===== src/rtl/pipe_reg_chain.sv =====
// Rigid in-order pipeline register chain: per-stage valid, stall/bubble insertion,
// per-stage flush, output backpressure and destination-tag hazard lookup.
module pipe_reg_chain #(
    parameter int WIDTH = 32,
    parameter int DEPTH = 4,
    parameter int TAG_W = 5,
    parameter int CNT_W = 32
) (
    input  logic                       clock,
    input  logic                       reset,
    input  logic                       in_valid,
    input  logic [0:WIDTH-1]           in_data,
    input  logic [0:TAG_W-1]           in_tag,
    input  logic                       in_we,
    output logic                       in_ready,
    input  logic [0:DEPTH-1]           stall_req,
    input  logic [0:DEPTH-1]           flush,
    output logic                       out_valid,
    output logic [0:WIDTH-1]           out_data,
    output logic [0:TAG_W-1]           out_tag,
    output logic                       out_we,
    input  logic                       out_ready,
    output logic [0:DEPTH-1]           stage_valid,
    output logic [$clog2(DEPTH+1)-1:0] occupancy,
    input  logic [0:TAG_W-1]           hz_tag,
    output logic [0:DEPTH-1]           hz_hit,
    output logic [0:CNT_W-1]           stall_cycles
);
    localparam int OCC_W = $clog2(DEPTH+1);

    logic [0:DEPTH-1] r_valid;
    logic [0:WIDTH-1] r_data [DEPTH];
    logic [0:TAG_W-1] r_tag  [DEPTH];
    logic [0:DEPTH-1] r_we;
    logic [0:CNT_W-1] r_stall_cnt;

    logic [0:DEPTH-1] w_hold;
    logic [OCC_W-1:0] w_occ;
    logic [0:DEPTH-1] w_hit;

    // A hold anywhere downstream freezes every younger stage (no bubble collapsing).
    always_comb begin
        logic v_acc;
        w_hold = '0;
        v_acc  = r_valid[DEPTH-1] & ~out_ready;
        for (int k = DEPTH-1; k >= 0; k--) begin
            v_acc     = v_acc | stall_req[k];
            w_hold[k] = v_acc;
        end
    end

    always_comb begin
        w_occ = '0;
        w_hit = '0;
        for (int k = 0; k < DEPTH; k++) begin
            w_occ    = w_occ + OCC_W'(r_valid[k]);
            w_hit[k] = r_valid[k] & r_we[k] & (r_tag[k] == hz_tag) & (hz_tag != '0);
        end
    end

    always_ff @(posedge clock) begin
        if (reset) begin
            r_valid     <= '0;
            r_we        <= '0;
            r_stall_cnt <= '0;
            for (int k = 0; k < DEPTH; k++) begin
                r_data[k] <= '0;
                r_tag[k]  <= '0;
            end
        end else begin
            if (!in_ready && r_stall_cnt != '1)
                r_stall_cnt <= r_stall_cnt + CNT_W'(1);

            if (flush[0]) begin
                r_valid[0] <= 1'b0;
                r_data[0]  <= '0;
                r_tag[0]   <= '0;
                r_we[0]    <= 1'b0;
            end else if (!w_hold[0]) begin
                r_valid[0] <= in_valid;
                r_data[0]  <= in_data;
                r_tag[0]   <= in_tag;
                r_we[0]    <= in_we;
            end

            for (int k = 1; k < DEPTH; k++) begin
                if (flush[k]) begin
                    r_valid[k] <= 1'b0;
                    r_data[k]  <= '0;
                    r_tag[k]   <= '0;
                    r_we[k]    <= 1'b0;
                end else if (!w_hold[k]) begin
                    // Upstream frozen but this stage free: it drains into a bubble.
                    if (w_hold[k-1]) begin
                        r_valid[k] <= 1'b0;
                        r_data[k]  <= '0;
                        r_tag[k]   <= '0;
                        r_we[k]    <= 1'b0;
                    end else begin
                        r_valid[k] <= r_valid[k-1];
                        r_data[k]  <= r_data[k-1];
                        r_tag[k]   <= r_tag[k-1];
                        r_we[k]    <= r_we[k-1];
                    end
                end
            end
        end
    end

    assign in_ready     = ~w_hold[0];
    assign out_valid    = r_valid[DEPTH-1];
    assign out_data     = r_data[DEPTH-1];
    assign out_tag      = r_tag[DEPTH-1];
    assign out_we       = r_we[DEPTH-1] & r_valid[DEPTH-1];
    assign stage_valid  = r_valid;
    assign occupancy    = w_occ;
    assign hz_hit       = w_hit;
    assign stall_cycles = r_stall_cnt;

endmodule


===== config.mk =====
export PLATFORM = sky130hd
export DESIGN_NAME = pipe_reg_chain
export DESIGN_NICKNAME = d
export VERILOG_FILES = /design/src/rtl/pipe_reg_chain.sv
export SDC_FILE = /design/constraint.sdc
export NUM_CORES = 1
export LEC_CHECK = 0
export BUFFER_PORTS_ARGS = -buffer_cell sky130_fd_sc_hd__clkbuf_2
export CORE_MARGIN = 5
export CORE_UTILIZATION = 50
export DETAILED_ROUTE_END_ITERATION = 6
export PLACE_DENSITY = 0.76
export SKIP_CTS_REPAIR_TIMING = 1
export SYNTH_ARGS = -nofsm -noshare
export SYNTH_HDL_FRONTEND = slang
export SYNTH_SLANG_ARGS = --single-unit

===== constraint.sdc =====
create_clock -name clock -period 2.1 [get_ports clock]
set_input_delay 0.21 -clock clock [delete_from_list [all_inputs] [get_ports clock]]
set_output_delay 0.21 -clock clock [all_outputs]
set_load 0.02 [all_outputs]

==> reports/metrics.csv <==
metric;value;unit
status;complete, but fails checks;
violations in the final reports;negative setup slack;
WHS Path Cells;2;
worst reg2reg path depth;6;
clock root cell;clkbuf_16;
crit start category;flip-flop;
grt met2 use;0.2617;
most crowded layer after global routing;met2;
largest net degree at the start of global routing;40;
endpoints failing hold;0;
Post-Place Worst Slack;-0.04641;ns
I/O pin count;138;
worst clock skew;0.009677;ns
Top cell by count, worst path;ha_4;
# clock sinks;188;
Post-DP Area;8741;um^2
Avg Inst Size Synth;13.02;um^2
yosys warns;0;
die area;17910;um^2
final worst setup slack;-0.1413;ns
Worst-Margin Slew;0.4392;ns
met3 track demand over resource;0.06077;
Hold Slack;0.009715;ns
DR vias;4895;
Slew headroom;0.7069;
Critical Path AT;2.03;ns
Std-Cell Rows;45;
# setup viols final;2;
VDD IR max;0.5732;mV
initial antenna violation count;0;
vias in the first global route;4936;
Critical Path RT;1.89;ns
r2r startpoint;stall_cycles[1];
CP Cell Sequence;inv_4 > fa_1 > inv_2 > ha_4 > ha_4 > buf_6;
CTS clk-pin slew, worst paths;0.07;ns
total negative setup slack;-0.1901;ns
H-Tree Depth;4;
Critical Path End Type;output pin;
die extent in y;133.8;um
delay-heaviest family, CP;adder cells;
Core ar.;15150;um^2
sequential share of the synthesized area;0.6841;
clk_lat worst skew;0.42;ns
post-synthesis cell area;7667;um^2
synth unique cells;41;
Final Util;0.6311;
IO Port Bufs;137;
total global-route track usage;0.1646;
RR Endpoint;stall_cycles[30];
CP max FO;5;
Detailed Routing Iterations Pass 1;4;
Detail Route Antenna Nets;0;
Lkg Pwr;3.903;nW
Max Root-Sink Buffers;2;
dpl hpwl;10540;um
FMAX;0.4462;GHz
antenna fix cells;0;
FF-to-FF setup slack;0.04;ns
CP max-delay cell;fa_1;
grt met1 use;0.2084;
Nets;812;
CP Buf/Inv Count;3;
die outline width;133.8;um
DRC viols;0;
TritonCTS clock tree;built;
#FFs+latches synth;188;
max-cap viol count;0;
Routability Congestion;0.8195;
Final min period;2.241;ns
vias per cell;5.131;
Pins Over Slew Limit;0;
power per cell area;826.7;nW/um^2
crit-path max cell delay;0.59;ns
layout cells sized above 1;0.3081;
Starting Density;0.5062;
Num CTS Buffers;17;
final instance area;9558;um^2
Final Cycle Share;1.067;
hold wc startpoint;in_we;
RSZ-0062 raised after global routing;true;
Post-Route WL;14620;um
WS Path Type;reg -> out;
Post-Syn Nets;648;
1st-iter DRT viols;254;
grt ovf;0;
post-synthesis cell count;589;
global-route wire length before repair;23810;um
Hold Path End;r_we[0];
P&R area growth vs syn;24.66;%
Hold WC Path Type;in -> reg;
routed len/inst;15.32;um
[cells by family after synthesis]
family | after synthesis | share of synthesized area
and+or+nand+nor | 259 | 0.2007
DFF | 188 | 0.6841
AOI/OAI and AO/OA | 69 | 0.05614
buffers and inverters | 45 | 0.02382
xor gates and xnor gates | 22 | 0.02513
adders and majority gates | 4 | 0.007507
muxes | 2 | 0.002611
[routing by layer]
metal / wire, um / up-vias
li1: - / 2446
met1: 6111 / 2272
met2: 7137 / 160
met3: 1124 / 17
met4: 247 / 0
met5: 0 / -
[final cells by class]
cell class	count	area, um^2
clock buffers	18	429.2
inverters	18	73.82
multi-input cells	356	2356
clock inverters	14	203.9
fillers	1122	5588
well taps	188	235.2
repair buffers	172	994.7
flip-flops and latches	188	5265
[synthesized netlist by cell type (all sizes together)]
library cell	number	area, um^2
or4	7	52.55
o2111ai	2	23.77
or2	1	6.260
o31ai	7	66.31
xor2	6	52.55
a22o	6	52.55
a2111oi	1	8.760
inv	18	67.56
xnor2	16	140.1
buf	3	23.77
clkbuf	24	91.33
and3	3	18.77
and2	149	932.1
ha	3	37.54
a31oi	1	6.260
o211ai	1	7.510
nor2	15	56.30
nand4	16	106.4
o22ai	1	6.260
o21ai	22	110.1
edfxtp	148	4444
nand2	16	60.06
nor3	11	55.05
and4	4	35.03
a221oi	1	8.760
dfxtp	40	800.8
mux2i	2	20.02
nand2b	1	6.260
a21oi	25	125.1
a211oi	2	15.01
nor4	4	25.02
nand3	12	60.06
fa	1	20.02
or3	20	125.1
[registers in the layout (all words and copies together), names as in the netlist]
signal,flops
r_data,128
stall_cycles,32
r_tag,20
r_we,4
stage_valid,4
[worst reg2reg max path: stages, from the launching register on]
cell	delay [ns]
dfxtp_1	0.41
nand4_1	0.14
or4_4	0.62
o31ai_4	0.34
buf_4	0.18
mux2i_1	0.19
nor2_1	0.06
[layout by cell type (no fill, tap or decap), types with 14 or more instances in the layout]
cell / n
nand4_1: 15
nand2_1: 16
clkbuf_2: 133
dfxtp_1: 28
a21oi_1: 25
o21ai_0: 21
and2_1: 149
edfxtp_1: 148
clkbuf_16: 17
buf_4: 32
inv_1: 14
nor2_1: 14
or3_1: 20
xnor2_1: 16
[how the worst max path moves through the flow]
stage / startpoint / endpoint / slack [ns] / depth (start not counted)
CTS: stage_valid[3] / occupancy[1] / -0.25 / 6
global placement: stall_cycles[2] / stall_cycles[26] / 0.08 / 6
finish: stage_valid[0] / occupancy[1] / -0.14 / 6
floorplan: stall_cycles[11] / stall_cycles[30] / 0.0006 / 7
global route: stage_valid[2] / occupancy[1] / -0.19 / 6
detailed placement: stall_cycles[5] / stall_cycles[4] / -0.05 / 5
[metrics by stage]
stage                     power, mW  cells
final                         7.902    954
after floorplan               4.429    589
after global routing          8.157    954
after global placement        4.563    913
after detailed placement      4.582    913
after CTS                     7.962    945
[power by group]
group / switching [mW] / leakage (nW) / internal [mW] / total, mW
Sequential: 0.0473 / 2.01 / 4.13 / 4.18
Combinational: 0.204 / 1.58 / 0.118 / 0.322
Clock: 1.38 / 0.306 / 2.02 / 3.40
Total: 1.63 / 3.90 / 6.28 / 7.90
Power figures use the tool's default switching activity.
